<file path="src/rtl/alu_arbiter.sv">
// alu_arbiter: two-requester arbiter in front of one shared combinational ALU.
// Latency: handshake in cycle T -> rspN_valid in T+2; one operation per 3 cycles at best.
// Backpressure: reqN_ready only in IDLE; RESP holds all data stable until the owner's rsp_ready.
// Ports: req0/req1 valid-ready operation channels, alu_* registered drive to the ALU,
//        alu_result/alu_zero combinational ALU return, rsp0/rsp1 valid-ready responses
//        sharing rsp_result/rsp_zero, busy = FSM not idle.
// Build option: define ALU_ARB_FIXED_PRIO_EN for fixed priority (requester 0 always wins);
//               when undefined, arbitration is round-robin on a last_grant register.
module alu_arbiter #(
    parameter int WIDTH = 32
) (
    input  logic             clk,
    input  logic             reset,
    input  logic             req0_valid,
    input  logic             req1_valid,
    output logic             req0_ready,
    output logic             req1_ready,
    input  logic [WIDTH-1:0] req0_srca,
    input  logic [WIDTH-1:0] req0_srcb,
    input  logic [WIDTH-1:0] req1_srca,
    input  logic [WIDTH-1:0] req1_srcb,
    input  logic [2:0]       req0_alucontrol,
    input  logic [2:0]       req1_alucontrol,
    output logic [WIDTH-1:0] alu_srca,
    output logic [WIDTH-1:0] alu_srcb,
    output logic [2:0]       alu_alucontrol,
    input  logic [WIDTH-1:0] alu_result,
    input  logic             alu_zero,
    output logic             rsp0_valid,
    output logic             rsp1_valid,
    input  logic             rsp0_ready,
    input  logic             rsp1_ready,
    output logic [WIDTH-1:0] rsp_result,
    output logic             rsp_zero,
    output logic             busy
);

    typedef enum logic [1:0] {IDLE, EXEC, RESP} state_t;

    state_t state;
    logic   owner;      // requester that owns the in-flight operation
    logic   win0;
    logic   win1;
    logic   accept;
    logic   sel;

`ifdef ALU_ARB_FIXED_PRIO_EN
    assign win0 = req0_valid;
    assign win1 = req1_valid & ~req0_valid;
`else
    logic last_grant;   // id of the most recent winner; the other side wins a tie

    assign win0 = req0_valid & (~req1_valid | last_grant);
    assign win1 = req1_valid & (~req0_valid | ~last_grant);
`endif

    // Readies are combinational so a requester is accepted in the same cycle it asks.
    assign req0_ready = (state == IDLE) & win0;
    assign req1_ready = (state == IDLE) & win1;
    assign accept     = req0_ready | req1_ready;
    assign sel        = req1_ready;

    always_ff @(posedge clk) begin
        if (reset) begin
            state          <= IDLE;
            owner          <= 1'b0;
            alu_srca       <= '0;
            alu_srcb       <= '0;
            alu_alucontrol <= '0;
            rsp_result     <= '0;
            rsp_zero       <= 1'b0;
            rsp0_valid     <= 1'b0;
            rsp1_valid     <= 1'b0;
            busy           <= 1'b0;
`ifndef ALU_ARB_FIXED_PRIO_EN
            last_grant     <= 1'b1;
`endif
        end else begin
            case (state)
                IDLE: begin
                    if (accept) begin
                        // Opcode is forwarded untouched; the arbiter never decodes it.
                        alu_srca       <= sel ? req1_srca : req0_srca;
                        alu_srcb       <= sel ? req1_srcb : req0_srcb;
                        alu_alucontrol <= sel ? req1_alucontrol : req0_alucontrol;
                        owner          <= sel;
`ifndef ALU_ARB_FIXED_PRIO_EN
                        last_grant     <= sel;
`endif
                        busy           <= 1'b1;
                        state          <= EXEC;
                    end
                end
                EXEC: begin
                    rsp_result <= alu_result;
                    rsp_zero   <= alu_zero;
                    rsp0_valid <= ~owner;
                    rsp1_valid <= owner;
                    state      <= RESP;
                end
                RESP: begin
                    // Only the owner's valid is high, so a non-owner ready cannot match.
                    if ((rsp0_valid && rsp0_ready) || (rsp1_valid && rsp1_ready)) begin
                        rsp0_valid <= 1'b0;
                        rsp1_valid <= 1'b0;
                        busy       <= 1'b0;
                        state      <= IDLE;
                    end
                end
                default: state <= IDLE;
            endcase
        end
    end

endmodule

</file>
<file path="config.mk">
export PLATFORM = sky130hd
export DESIGN_NAME = alu_arbiter
export DESIGN_NICKNAME = d
export VERILOG_FILES = /design/src/rtl/alu_arbiter.sv
export SDC_FILE = /design/constraint.sdc
export NUM_CORES = 1
export LEC_CHECK = 0
export ABC_AREA = 1
export CORE_AREA = 2 2 108 110
export CTS_CLUSTER_DIAMETER = 30
export DETAILED_ROUTE_END_ITERATION = 8
export DIE_AREA = 0 0 110 112
export DONT_BUFFER_PORTS = 1
export GPL_ROUTABILITY_DRIVEN = 0
export HOLD_SLACK_MARGIN = 0.03
export PLACE_DENSITY_LB_ADDON = 0.3
export SETUP_SLACK_MARGIN = 0.15
export SLEW_MARGIN = 20
export SYNTH_ARGS = -nofsm -noshare
export SYNTH_HDL_FRONTEND = slang
export SYNTH_SLANG_ARGS = --single-unit
</file>
<file path="constraint.sdc">
create_clock -name clk -period 1.3 [get_ports clk]
set_input_delay 0.26 -clock clk [delete_from_list [all_inputs] [get_ports clk]]
set_output_delay 0.26 -clock clk [all_outputs]
set_load 0.02 [all_outputs]
</file>
**Word-level counts from Yosys, hierarchy flattened**

Cells that the tools add are included.

- Eq/ne operators: 4
- Mux-type cells: 11
- Bitwise logic cells: 11
- Reduce and logical (&&, ||, !) cells: 10

Operators with widths:

| kind | number |
|---|---|
| 2-to-1 mux 32 bit | 2 |
| one-hot mux 1 bit (2 select lines) | 3 |
| one-hot mux 2 bit (3 select lines) | 1 |
| AND reduction 2 bit | 3 |
| bitwise AND 1 bit | 4 |
| 2-to-1 mux 2 bit | 2 |
| inequality test 2 bit (second input constant) | 2 |
| NOT 1 bit | 4 |
| nonzero test 2 bit | 2 |
| 2-to-1 mux 3 bit | 1 |
| bitwise OR 1 bit | 3 |
| AND reduction 3 bit | 1 |
| == test 2 x 1 -> 1 bit (second input constant) | 1 |
| == test 2 bit (second input constant) | 1 |
| logical AND 1 bit | 2 |
| logical NOT 2 bit | 1 |
| 2-to-1 mux 1 bit | 2 |
| logical OR 1 bit | 1 |

- Flip-flop bits (word level): 107
- Input bits: 173

**Depth between registers and ports, before layout**

- Depth after elaboration: 7
- Mapped depth: 8
- Depth with buffers taken out: 6

**Worst setup path before layout**

No wires, ideal clock.

- Path type: input port to output port
- Start point: input port req1_valid
- End point: output port req0_ready
- Data arrival time: 1311 ps
- Required time: 1040 ps
- Setup slack: -271 ps
- Stages: 6
- Path buffers: 3
- Cells stage by stage: buf_2 > buf_2 > buf_2 > inv_1 > o21ai_0 > nor3_1

- Longest elaborated chain between the ends: 4

Ends and longest elaborated chain:

| what | RTL line | source |
|---|---|---|
| start: declaration | 15 | `input logic req1_valid,` |
| NOT 1 bit | 53 | `assign win0 = req0_valid & (~req1_valid \| last_grant);` |
| bitwise OR 1 bit | 53 |  |
| bitwise AND 1 bit | 53 |  |
| bitwise AND 1 bit | 58 | `assign req0_ready = (state == IDLE) & win0;` |
| end: declaration | 16 | `output logic req0_ready,` |

Every way passes these cells.

**Worst setup path in the final report**

- Start point: register state[1]
- End point: register alu_srca[18]

- Longest elaborated chain between the ends: 4
- Elaborated cells between the ends (all ways): 6
- Classes of those cells: mux: 1; bitwise: 3; reduce/logical: 2

Ends and longest elaborated chain:

| what | RTL line | source |
|---|---|---|
| start: declaration | 40 | `state_t state;` |
| start signal: assignment | 65 | `state <= IDLE;` |
| start signal: assignment | 91 | `state <= EXEC;` |
| start signal: assignment | 99 | `state <= RESP;` |
| logical NOT 2 bit * | 58, 59, 79 |  |
| bitwise AND 1 bit, on equally long branches | 58, 59 |  |
| bitwise OR 1 bit | 60 | `assign accept = req0_ready \| req1_ready;` |
| AND reduction 2 bit (no source line) | n/a |  |
| end signal: assignment | 83 | `alu_srca <= sel ? req1_srca : req0_srca;` |
| end: declaration | 24 | `output logic [WIDTH-1:0] alu_srca,` |

Every way passes the cells marked *; elsewhere a longest branch is shown, timed or not.
A chain may end at the register's enable or synchronous reset.

==> impl_metrics.tcl <==
set metrics [dict create \
    yosysWarningCount 0 \
    first_pass_iters 5 \
    cts.htree.levels 3 \
    worst-slew-pin-transition_ns 0.345 \
    hold_path_depth 3 \
    clkSinkCount 107 \
    relSlewSlack_pct 76.9 \
    area.growth.synth_to_final_pct 35.4 \
    vias 5233 \
    cts.clk_slew.worst_paths_ns 0.07 \
    gr-usage-all-layers_pct 24.5 \
    final_cell_mix "142 x nand2_1, 135 x inv_1, 104 x dfxtp_1" \
    fin_tns_setup_ns -6.22 \
    cp-end-kind "flop" \
    cp.arrival_ns 1.81 \
    via_per_inst 5.69 \
    diodes 0 \
    drive_gt1_share_pct 26.5 \
    cp_max_fo 7 \
    setup_violations 71 \
    overflow 0 \
    cp.required_ns 1.59 \
    dp_slack_ns -0.0170 \
    finalInstanceArea_mm2 0.00688 \
    finalHoldViolCount 0 \
    cts_inserted_buffers 9 \
    drv_slew 0 \
    die_h_um 112 \
    antenna_found_initial 0 \
    worstSkewPairLatency_ns 0.34 \
    dieArea_mm2 0.0123 \
    finalNetCount 945 \
    ios 278 \
    root_buffer "clkbuf_16" \
    ys_ff_latch 107 \
    hold_path.startpoint "reset" \
    rows 39 \
    drc_errors 0 \
    whs_ns 0.0671 \
    rsz0062_at_grt "yes" \
    period_share_pct 116 \
    setup_slack_ns -0.214 \
    ys_seq_area_share_pct 42.2 \
    layout_commonest_cell "nand2_1" \
    grt_pass1_wl_um 23500 \
    hold_path_class "in2reg" \
    drt_iter0_markers 468 \
    tritoncts "done" \
    hold_end "alu_srca[6]" \
    power.density_mw_per_mm2 1490 \
    netlist_area_mm2 0.00508 \
    placed_cell_area_mm2 0.00547 \
    max_freq_ghz 0.661 \
    fin_skew_ns 0.00636 \
    die_w_um 110 \
    p_leak_nw 3.24 \
    drtAntennaViolNets 0 \
    wire_per_inst_um 18.5 \
    ff2ff_setup_slack_ns -0.21 \
    grt_pass1_vias 4792 \
    reg2reg_depth 9 \
    period_needed_ns 1.51 \
    grt_max_degree 71 \
    synth_cells 768 \
    violations "setup timing" \
    timing.rr.start "state[1]" \
    drt-total-wl_um 17000 \
    grt.met1_usage_pct 26.7 \
    synth_cell_types 18 \
    start_util_pct 45.5 \
    reg2reg_to "alu_srca[18]" \
    dp_cells 875 \
    place_hpwl_um 10200 \
    final-instance-count-excl-fill 920 \
    cp-start-kind "flop" \
    use_met2_pct 42.8 \
    gr-usage-met3_pct 7.67 \
    synth_nets 941 \
    crit_type "reg2reg" \
    clockBufferDepth 2 \
    max-cap-violations 0 \
    status "finished with violations" \
    avgSynthCellArea_um2 6.62 \
    vdd_drop_max_v 0.00103 \
    grt_busiest_layer "met2" \
    core_mm2 0.0112 \
    portBuffers 0 \
]
-- synth_stat cells (all sizes together) --
master	n	area (µm²)
inv	140	526
nor3	1	5.00
nand4	67	419
clkbuf	36	135
nand3	71	360
nor2	69	267
o21ai	35	186
nand2	146	551
a21oi	72	360
buf	24	130
dfxtp	107	2140
-- metrics by stage --
stage,total power [mW],util (%)
4_1_cts,9.80,56.7
2_1_floorplan,6.04,-
5_1_grt,10.8,61.5
6_report,10.2,61.5
3_3_place_gp,6.43,49.0
3_5_place_dp,6.50,49.0
-- repair_timing --
action,CTS,global route
gates cloned,8,6
setup buffers,13,1
endpoints found under the hold margin,5,0
pin swaps,12,10
setup endpoints to repair,86,109
gates resized for setup,66,104
hold buffers,1,0
-- worst max-delay path, stage by stage, from the launching register on --
cell       delay (ns)
dfxtp_4          0.36
nor2_4           0.13
buf_4            0.12
buf_6            0.11
o21ai_4          0.07
buf_4            0.17
clkbuf_16        0.17
a21oi_1          0.18
nand2_1          0.10
inv_1            0.05
-- state kept, by name (all words and copies together) (netlist names), 2 cells and up --
register / flops
alu_alucontrol: 3
alu_srca: 32
alu_srcb: 32
rsp_result: 32
state: 2
-- cell type report --
type	count	area, µm²
fillers	950	4300
well taps	143	179
repair buffers	53	885
clock inverters	7	75.1
inverters	140	551
clock buffers	9	225
flip-flops and latches	107	2150
multi-input cells	461	2810
-- report_power, final --
group | total [mW] | leakage, nW | switching (mW) | internal (mW)
Combinational | 2.90 | 2.20 | 1.56 | 1.34
Sequential | 4.58 | 0.888 | 0.871 | 3.71
Clock | 2.77 | 0.144 | 1.26 | 1.51
Total | 10.2 | 3.24 | 3.69 | 6.56
-- per-layer routing --
metal | vias to the layer above | wire (µm)
met5 | - | 0
met2 | 330 | 8590
met3 | 34 | 1900
met1 | 2416 | 6120
li1 | 2453 | -
met4 | 0 | 418
-- cells by family (layout without fill, tap and decap cells) --
logic type | after synthesis | in the layout | synth area share (%)
buf+inv | 200 | 209 | 15.6
compound gates | 107 | 107 | 10.8
simple gates | 354 | 354 | 31.5
flops | 107 | 107 | 42.2
-- worst max-delay path by stage --
stage | from | end | cells past startpoint
after floorplan | req1_valid | req0_ready | 6
after global placement | state[1] | req1_ready | 5
after detailed placement | state[1] | req1_ready | 5
after CTS | state[0] | req1_ready | 5
after global routing | state[1] | alu_srca[18] | 9
final | state[1] | alu_srca[18] | 9
No activity file was read; power rests on OpenSTA's default activity.
